[config.mk]
export PLATFORM = sky130hd
export DESIGN_NAME = door_sprite_engine
export DESIGN_NICKNAME = d
export VERILOG_FILES = /design/src/rtl/door_sprite_engine.sv
export SDC_FILE = /design/constraint.sdc
export NUM_CORES = 1
export LEC_CHECK = 0
export CAP_MARGIN = 10
export CORE_ASPECT_RATIO = 0.75
export CORE_MARGIN = 5
export CORE_UTILIZATION = 40
export CTS_BUF_LIST = sky130_fd_sc_hd__clkbuf_8
export DETAILED_ROUTE_END_ITERATION = 10
export GPL_TIMING_DRIVEN = 0
export PLACE_DENSITY = 0.71
export SYNTH_ARGS = -nofsm -noshare
export SYNTH_HDL_FRONTEND = slang
export SYNTH_SLANG_ARGS = --single-unit
[constraint.sdc]
create_clock -name clk -period 3 [get_ports clk]
set_clock_uncertainty 0.05 [all_clocks]
set_input_delay 0.6 -clock clk [delete_from_list [all_inputs] [get_ports clk]]
set_output_delay 0.6 -clock clk [all_outputs]
set_load 0.02 [all_outputs]
[src/rtl/door_sprite_engine.sv]
// Door sprite engine: per-door open/close animation FSMs plus a one-stage
// registered pixel lookup that maps VGA counters to sprite-sheet ROM addresses.
//
// state   | meaning
// LOCKED  | door shut, frame index 0, waits for unlock
// OPENING | frame index climbs one step every TICKS_PER_FRAME frame ticks
// OPEN    | door fully open, frame index FRAMES-1, waits for lock
// CLOSING | frame index falls one step every TICKS_PER_FRAME frame ticks
module door_sprite_engine #(
  parameter int                      NUM_DOORS       = 4,
  parameter int                      SPR_W           = 20,
  parameter int                      SPR_H           = 20,
  parameter int                      FRAMES          = 4,
  parameter int                      TICKS_PER_FRAME = 6,
  parameter logic [NUM_DOORS*17-1:0] DOOR_POS        = {NUM_DOORS{9'd260, 8'd120}},
  parameter int                      SHEET_X0        = 120,
  parameter int                      SHEET_Y0        = 40,
  parameter logic [15:0]             ACTIVE_MASK     = 16'h0054
) (
  input  logic                 clk,
  input  logic                 rst_n,
  input  logic [3:0]           state,
  input  logic [9:0]           h_cnt,
  input  logic [9:0]           v_cnt,
  input  logic                 valid,
  input  logic                 frame_tick,
  input  logic [NUM_DOORS-1:0] isLocked,
  output logic [16:0]          pixel_addr,
  output logic                 isObject,
  output logic [2:0]           door_id,
  output logic [NUM_DOORS-1:0] door_open
);

  typedef enum logic [1:0] {
    LOCKED  = 2'd0,
    OPENING = 2'd1,
    OPEN    = 2'd2,
    CLOSING = 2'd3
  } door_st_e;

  localparam logic [2:0] FI_LAST = 3'(FRAMES - 1);
  localparam logic [5:0] PS_LAST = 6'(TICKS_PER_FRAME - 1);

  door_st_e   st_q [NUM_DOORS];
  door_st_e   st_d [NUM_DOORS];
  logic [2:0] fi_q [NUM_DOORS];
  logic [2:0] fi_d [NUM_DOORS];
  logic [5:0] ps_q [NUM_DOORS];
  logic [5:0] ps_d [NUM_DOORS];

  logic [16:0] pixel_addr_q, pixel_addr_d;
  logic        is_object_q, is_object_d;
  logic [2:0]  door_id_q, door_id_d;

  logic [8:0] x;
  logic [7:0] y;
  logic       unused_cnt_bits;

  assign x = h_cnt[9:1];
  assign y = v_cnt[8:1];
  // v_cnt never exceeds 479 and pixel pairs share an address.
  assign unused_cnt_bits = ^{h_cnt[0], v_cnt[0], v_cnt[9]};

  // Animation state registers for every door.
  always_ff @(posedge clk or negedge rst_n) begin
    if (!rst_n) begin
      for (int k = 0; k < NUM_DOORS; k++) begin
        st_q[k] <= LOCKED;
        fi_q[k] <= 3'd0;
        ps_q[k] <= 6'd0;
      end
    end else begin
      for (int k = 0; k < NUM_DOORS; k++) begin
        st_q[k] <= st_d[k];
        fi_q[k] <= fi_d[k];
        ps_q[k] <= ps_d[k];
      end
    end
  end

  // Per-door next state; everything advances only on a frame tick.
  // A lock change mid-animation reverses direction keeping fi; the prescaler
  // restarts because that is a state entry.
  always_comb begin
    for (int k = 0; k < NUM_DOORS; k++) begin
      st_d[k] = st_q[k];
      fi_d[k] = fi_q[k];
      ps_d[k] = ps_q[k];
      if (frame_tick) begin
        case (st_q[k])
          LOCKED: begin
            fi_d[k] = 3'd0;
            if (!isLocked[k]) begin
              st_d[k] = OPENING;
              ps_d[k] = 6'd0;
            end
          end
          OPENING: begin
            if (isLocked[k]) begin
              ps_d[k] = 6'd0;
              st_d[k] = (fi_q[k] == 3'd0) ? LOCKED : CLOSING;
            end else if (ps_q[k] == PS_LAST) begin
              ps_d[k] = 6'd0;
              fi_d[k] = fi_q[k] + 3'd1;
              if (fi_q[k] + 3'd1 == FI_LAST) st_d[k] = OPEN;
            end else begin
              ps_d[k] = ps_q[k] + 6'd1;
            end
          end
          OPEN: begin
            fi_d[k] = FI_LAST;
            if (isLocked[k]) begin
              st_d[k] = CLOSING;
              ps_d[k] = 6'd0;
            end
          end
          CLOSING: begin
            if (!isLocked[k]) begin
              ps_d[k] = 6'd0;
              st_d[k] = (fi_q[k] == FI_LAST) ? OPEN : OPENING;
            end else if (ps_q[k] == PS_LAST) begin
              ps_d[k] = 6'd0;
              fi_d[k] = fi_q[k] - 3'd1;
              if (fi_q[k] == 3'd1) st_d[k] = LOCKED;
            end else begin
              ps_d[k] = ps_q[k] + 6'd1;
            end
          end
          default: begin
            st_d[k] = LOCKED;
            fi_d[k] = 3'd0;
            ps_d[k] = 6'd0;
          end
        endcase
      end
    end
  end

  // Hit test and ROM address; scanning from the top index down lets the
  // lowest-indexed overlapping door win.
  always_comb begin
    logic        hit;
    logic [2:0]  id;
    logic [8:0]  lx;
    logic [7:0]  ly;
    logic [2:0]  fi;
    logic [8:0]  x0;
    logic [7:0]  y0;
    logic [16:0] addr;
    hit  = 1'b0;
    id   = 3'd0;
    lx   = 9'd0;
    ly   = 8'd0;
    fi   = 3'd0;
    x0   = 9'd0;
    y0   = 8'd0;
    addr = 17'd0;
    for (int k = NUM_DOORS - 1; k >= 0; k--) begin
      x0 = DOOR_POS[k*17+8 +: 9];
      y0 = DOOR_POS[k*17 +: 8];
      if ({1'b0, x} >= {1'b0, x0} && {1'b0, x} < {1'b0, x0} + 10'(SPR_W) &&
          {1'b0, y} >= {1'b0, y0} && {1'b0, y} < {1'b0, y0} + 9'(SPR_H)) begin
        hit = 1'b1;
        id  = 3'(k);
        lx  = x - x0;
        ly  = y - y0;
        fi  = fi_q[k];
      end
    end
    addr = (17'(SHEET_Y0) + 17'(ly)) * 17'd320 + 17'(SHEET_X0)
         + 17'(fi) * 17'(SPR_W) + 17'(lx);
    is_object_d  = valid && ACTIVE_MASK[state] && hit;
    door_id_d    = is_object_d ? id : 3'd0;
    pixel_addr_d = is_object_d ? addr : 17'd0;
  end

  // Output stage: one clock after the counter sample.
  always_ff @(posedge clk or negedge rst_n) begin
    if (!rst_n) begin
      pixel_addr_q <= 17'd0;
      is_object_q  <= 1'b0;
      door_id_q    <= 3'd0;
    end else begin
      pixel_addr_q <= pixel_addr_d;
      is_object_q  <= is_object_d;
      door_id_q    <= door_id_d;
    end
  end

  // Door status follows the state registers directly.
  always_comb begin
    for (int k = 0; k < NUM_DOORS; k++) door_open[k] = (st_q[k] == OPEN);
  end

  assign pixel_addr = pixel_addr_q;
  assign isObject   = is_object_q;
  assign door_id    = door_id_q;

endmodule

; After elaboration in Yosys (flattened, before gate mapping)
; Memory sizes are Yosys's and may differ from the RTL's.
; Index checks and enable logic that the tools add are counted.
[word_totals]
reg_bits = 62
latch_bits = 0
mem_bits_rw = 0
romBits = 16
input_bits = 32
output_inout_bits = 25
wordCells = 227
mem_count = 1
[mem_list]
columns = name, depth, word_bits, rd, rd_ports_with_merged_regs, wr, line_no
row1 = (name not given), 16, 1, 1, 0, 0, 172  ; is_object_d = valid && ACTIVE_MASK[state] && hit;
[classes]
addsub = 18
multipliers = 2
div = 0
n_lt_le_gt_ge = 5
eq_ne = 68
shifts = 0
muxes = 94
n_bitwise = 0
reduce_logical = 25
[op_table]
columns = op, n
row1 = 6-bit 2-to-1 mux, 20
row2 = 6-bit case mux with 4 select lines, 4
row3 = 2-bit 2-to-1 mux, 40
row4 = 3-bit 2-to-1 mux, 17
row5 = 2-bit != test (second input constant), 24
row6 = 3-bit != test (second input constant), 16
row7 = 3-bit case mux with 4 select lines, 4
row8 = 2-bit case mux with 4 select lines, 4
row9 = 7-bit AND reduction, 4
row10 = 6-bit by 1-bit adder with 6-bit output (second input constant), 4
row11 = 3-bit by 2-bit equality test with 1-bit output (second input constant), 8
row12 = 6-bit by 3-bit equality test with 1-bit output (second input constant), 4
row13 = 5-bit AND reduction, 4
row14 = 17-bit by 7-bit adder with 17-bit output (second input constant), 1
row15 = 17-bit by 8-bit adder with 17-bit output, 1
row16 = 17-bit by 9-bit adder with 17-bit output, 1
row17 = 17-bit 2-to-1 mux, 1
row18 = 2-bit equality test (second input constant), 8
row19 = 3-bit by 1-bit adder with 3-bit output (second input constant), 4
row20 = 3-bit by 1-bit equality test with 1-bit output (second input constant), 4
row21 = 3-bit logical NOT, 4
row22 = 3-bit AND reduction, 4
row23 = 3-bit by 1-bit subtractor with 3-bit output (second input constant), 4
row24 = 9-bit by 3-bit multiplier with 11-bit output (second input constant), 1
row25 = 15 further kinds, 26

; Depth between registers and ports, before layout
; Gate-level depths: netlist (run 1).
[logic_depth]
word_depth = 11
mapped_depth = 23
mapped_depth_nobuf = 21

; Least setup slack after synthesis (run 1)
; OpenSTA, ideal clock, no wires.
[synth_timing]
path_kind = input -> register
from = input v_cnt[7]
to = register pixel_addr_q[16], in the netlist pixel_addr[16]
setup_time_ns = 0.082
arrival_ns = 4.292
required_ns = 2.868
slack_ns = -1.424
path_stages = 18
n_path_buf = 2
cell_sequence = a41o_1 -> and4_1 -> and3_1 -> buf_2 -> clkbuf_1 -> and2_1 -> ha_1 -> ha_1 -> ha_1 -> fa_1 -> ha_1 -> ha_1 -> o21a_1 -> o31a_1 -> o41a_1 -> nand4_1 -> a311o_1 -> a31oi_1
[synth_via]
elab_chain_len = 10
word_cells_on_any_way = 17
cone_classes = add/sub (5) / mul (2) / order compare (2) / mux (5) / reduce/logical (3)
[synth_lines]
columns = element, line_no
row1 = from (decl), 24  ; input logic [9:0] v_cnt,
row2 = 8-bit by 7-bit >= comparator with 1-bit output, 162  ; {1'b0, y} >= {1'b0, y0} && {1'b0, y} < {1'b0, y0} + 9'(SPR_H)) begin
row3 = 1-bit logical AND, 161  ; if ({1'b0, x} >= {1'b0, x0} && {1'b0, x} < {1'b0, x0} + 10'(SPR_W) &&
row4 = 1-bit logical AND, 162
row5 = 8-bit 2-to-1 mux, 161
row6 = 6-bit by 8-bit adder with 9-bit output, 170  ; addr = (17'(SHEET_Y0) + 17'(ly)) * 17'd320 + 17'(SHEET_X0)
row7 = 9-bit by 3-bit multiplier with 11-bit output, 170
row8 = 17-bit by 7-bit adder with 17-bit output, 170
row9 = 17-bit by 8-bit adder with 17-bit output, 171  ; + 17'(fi) * 17'(SPR_W) + 17'(lx);
row10 = 17-bit by 9-bit adder with 17-bit output, 171
row11 = 17-bit 2-to-1 mux (*), 174  ; pixel_addr_d = is_object_d ? addr : 17'd0;
row12 = named net pixel_addr_d[16], 51  ; logic [16:0] pixel_addr_q, pixel_addr_d;
row13 = to (signal assigned), 184  ; pixel_addr_q <= pixel_addr_d;
row14 = to (decl), 51
; The timed path passes the listed nets; every way through them passes the cells marked *.
; A chain may end at the register's enable or synchronous reset.

; Final worst setup path (run 1)
[layout_timing]
from = input v_cnt[5]
to = register pixel_addr_q[16], in the netlist pixel_addr[16]
; Same word-level chain as after synthesis.

==> results of run 1 <==
-- registers in the layout (all words and copies together) (netlist names) --
signal      cells
isObject        1
fi_q           12
ps_q           24
pixel_addr     17
st_q            8
-- where the power goes --
group / internal (uW) / leakage, uW / total [uW] / switching (uW)
sequential: 1030 / 0.000804 / 1230 / 201
clock: 573 / 0.000124 / 925 / 351
combinational: 700 / 0.00196 / 1620 / 922
total: 2300 / 0.00289 / 3780 / 1470
-- per-stage QoR --
step | power (uW) | TNS [ns]
CTS | 3800 | -8.71
finish | 3780 | -8.75
global route | 4110 | -9.71
floorplan | 2430 | -9.06
global placement | 2760 | -70.72
detailed placement | 2840 | -19.92
-- per-layer routing --
layer	up-vias	wire, microns
li1	2116	-
met1	1977	5210
met2	97	5380
met3	18	520
met4	0	166
met5	-	0
-- cells in the mapped netlist (all sizes together), types with 5 or more instances --
master	n
inv	43
and2	15
and3	7
nor2b	13
o31ai	14
nor2	36
xnor2	20
dfrtp	62
nand3	26
a21oi	29
buf	10
ha	70
nand2b	13
xor2	10
clkbuf	10
a22o	5
nor3	7
nand2	45
o21a	5
nor3b	7
a211oi	6
o21ai	50
-- final cells by class --
cell class,count,area [sq um]
tap,166,208
sequential,62,1550
clock inverter,6,110
clock buffer,10,138
buffer,20,114
inverter,43,161
multi-input combinational,435,3460
fill,1029,5730
timing repair buffer,74,658
-- worst reg2reg max path: cells and delay by family, from the launching register on --
kind / cells / cell delay, ns
fa+ha+maj: 5 / 1.36
compound gates: 4 / 0.96
simple gates: 3 / 0.50
flops: 1 / 0.45
buf+inv: 2 / 0.08
-- final timing paths --
kind | start | endpoint | slack [ns]
min in group clk | ps_q[17]$_DFFE_PN0P_ | ps_q[17]$_DFFE_PN0P_ | 0.45
hold / removal | rst_n | fi_q[2]$_DFFE_PN0P_ | 0.25
setup reg to reg | fi_q[9]$_DFFE_PN0P_ | pixel_addr[16]$_DFF_PN0_ | -0.50
max in group asynchronous | rst_n | ps_q[19]$_DFFE_PN0P_ | 2.07
setup / recovery | v_cnt[5] | pixel_addr[16]$_DFF_PN0_ | -1.09
hold reg to reg | ps_q[17]$_DFFE_PN0P_ | ps_q[17]$_DFFE_PN0P_ | 0.45
-- what timing repair did --
action | in CTS | in global routing
hold endpoints to repair | 0 | 0
gates cloned | 0 | 0
setup buffers | 20 | 10
setup endpoints to repair | 13 | 12
hold buffers | 0 | 0
resized for setup | 73 | 29
pin swaps | 33 | 29
-- cells by family (layout without fill, tap and decap cells) --
kind of cell / Yosys count / count (layout) / synth area share (%)
buffers and inverters: 63 / 153 / 5.25
AND/OR/NAND/NOR: 186 / 186 / 19.6
other: 1 / 4 / 0.0764
adder cells (fa/ha/maj): 74 / 74 / 19.5
AO/OA/AOI/OAI: 137 / 137 / 17.6
multiplexers: 4 / 4 / 0.816
flip-flops: 62 / 62 / 31.6
XOR/XNOR: 30 / 30 / 5.51
==> impl_metrics.sql, run 1 <==
INSERT INTO impl_metrics (metric_group, metric, value, unit) VALUES
('outcome', 'violations', 'setup timing', ''),
('die', 'rows', '35', ''),
('cells_and_area', 'layout.cells.most_common_list', '62 x sky130_fd_sc_hd__dfrtp_1, 51 x sky130_fd_sc_hd__ha_1, 43 x sky130_fd_sc_hd__nand2_1', ''),
('logic_synthesis', 'synth_flop_cell', 'sky130_fd_sc_hd__dfrtp_1', ''),
('sta', 'layout_setup_ws', '-1.09', 'ns'),
('clock_network', 'clock_sink_count', '62', ''),
('global_routing', 'grt_pass1_vias', '4036', ''),
('logic_synthesis', 'synthesis.instances', '557', ''),
('sta', 'slew_violations', '0', ''),
('die', 'chipHeight', '106', 'microns'),
('logic_synthesis', 'post-synth-top-area-cell', 'sky130_fd_sc_hd__dfrtp_1', ''),
('logic_synthesis', 'ys_types', '58', ''),
('clock_network', 'worstSkewPairLatency', '0.35', 'ns'),
('sta', 'grt_setup_unrepaired', 'yes', ''),
('cells_and_area', 'finalNonFillerCells', '816', ''),
('clock_network', 'buffers_from_clock_root_to_sink_at_most', '2', ''),
('worst_setup_path', 'crit_path_cell_trace', 'buf_6 > a41o_1 > and4_1 > and3_1 > buf_6 > buf_8 > and2_4 > ha_4 > ha_4 > ha_4 > inv_2 > fa_1 > inv_2 > ha_4 > nor2b_4 > o31a_1 > o41a_1 > nand4_1 > a311o_1 > a31oi_1', ''),
('placement', 'gp_routability_congestion', '0.807', ''),
('drt', 'detail_route.drc_violations', '0', ''),
('drt', 'drt-total-wl', '11.3', 'mm'),
('logic_synthesis', 'fraction_of_registers_with_async_set_or_reset_after_synthesis', '100', '%'),
('global_routing', 'use_met2', '25.3', '%'),
('sta', 'finalSetupViolations', '12', ''),
('global_routing', 'pin_count_of_the_biggest_net_entering_global_routing', '63', ''),
('power', 'total_leakage_power', '0.00289', 'uW'),
('worst_setup_path', 'reg2regPathDepth', '14', ''),
('drt', 'drt_pass1_iterations', '5', ''),
('worst_setup_path', 'worst_path_largest_cell_delay', '0.52', 'ns'),
('cells_and_area', 'layout_commonest_cell', 'sky130_fd_sc_hd__dfrtp_1', ''),
('worst_setup_path', 'arrival_time_of_the_worst_setup_path', '4.26', 'ns'),
('logic_synthesis', 'synth_area_leaders', 'sky130_fd_sc_hd__dfrtp_1 32%, sky130_fd_sc_hd__ha_1 18%, sky130_fd_sc_hd__o21ai_0 4.8%', ''),
('global_routing', 'met1_usage', '20.8', '%'),
('die', 'io_pins', '57', ''),
('global_routing', 'grt-busiest-layer', 'met2', ''),
('drt', 'drt_iter0_drc', '186', ''),
('global_routing', 'grt_overflow_total', '0', ''),
('outcome', 'run_status', 'complete, but fails checks', ''),
('placement', 'placement.cell_area', '5740', 'sq um'),
('clock_network', 'cts_max_level', '3', ''),
('drt', 'postRouteAntennaNets', '0', ''),
('logic_synthesis', 'synth_top_area_share', '31.6', '%'),
('worst_setup_path', 'worst-path-max-fanout', '5', ''),
('worst_setup_path', 'critical-path-top-cell-by-count', 'sky130_fd_sc_hd__ha_4', ''),
('logic_synthesis', 'synth-edff-count', '0', ''),
('worst_hold_path', 'timing.hold.worst.class', 'input pin to asynchronous set/reset pin', ''),
('cells_and_area', 'finish.instance_area', '6400', 'sq um'),
('drt', 'route.detailed.vias_per_inst', '5.16', ''),
('die', 'die_width', '138', 'microns'),
('sta', 'hold_ws', '0.254', 'ns'),
('global_routing', 'global_route.usage.met3', '4.02', '%'),
('worst_setup_path', 'critical_path_depth', '20', ''),
('sta', 'slew-limit-headroom', '46.2', '%'),
('global_routing', 'global_route_usage_over_all_layers', '15.7', '%'),
('die', 'initial_core_util', '40.4', '%'),
('clock_network', 'clkSlewWorstSetupHoldPaths', '0.08', 'ns'),
('cells_and_area', 'antenna_cells_inserted', '0', ''),
('job', 'maxCapViolations', '0', ''),
('worst_setup_path', 'worstPathRequired', '3.16', 'ns'),
('logic_synthesis', 'yosysSeqAreaShare', '31.6', '%'),
('die', 'core_area', '12100', 'sq um'),
('worst_setup_path', 'endpoint_kind', 'flip-flop', ''),
('drt', 'avg_wl_per_cell', '13.8', 'microns'),
('drt', 'detailroute.via_count', '4208', ''),
('power', 'vdd_ir_max', '283', 'uV'),
('placement', 'dp_cells', '772', ''),
('power', 'power.density', '590', 'nW/um^2'),
('placement', 'port_buffers', '46', ''),
('die', 'die_area', '14600', 'sq um'),
('clock_network', 'cts-root-buf', 'sky130_fd_sc_hd__clkbuf_8', ''),
('worst_setup_path', 'critical_path_class', 'input pin to flip-flop', ''),
('global_routing', 'wire_length_of_the_first_global_routing_pass', '18.7', 'mm');
No activity file was read; power rests on OpenSTA's default activity.
==> inputs of run 2 (changes only) <==
--- a/config.mk
+++ b/config.mk
@@ -5,6 +5,7 @@
 export SDC_FILE = /design/constraint.sdc
 export NUM_CORES = 1
 export LEC_CHECK = 0
+export ABC_CLOCK_PERIOD_IN_PS = 3000
 export CAP_MARGIN = 10
 export CORE_ASPECT_RATIO = 0.75
 export CORE_MARGIN = 5
==> results of run 2 <==
Same layout as run 1: the final DEF is identical, and so are final timing and power.
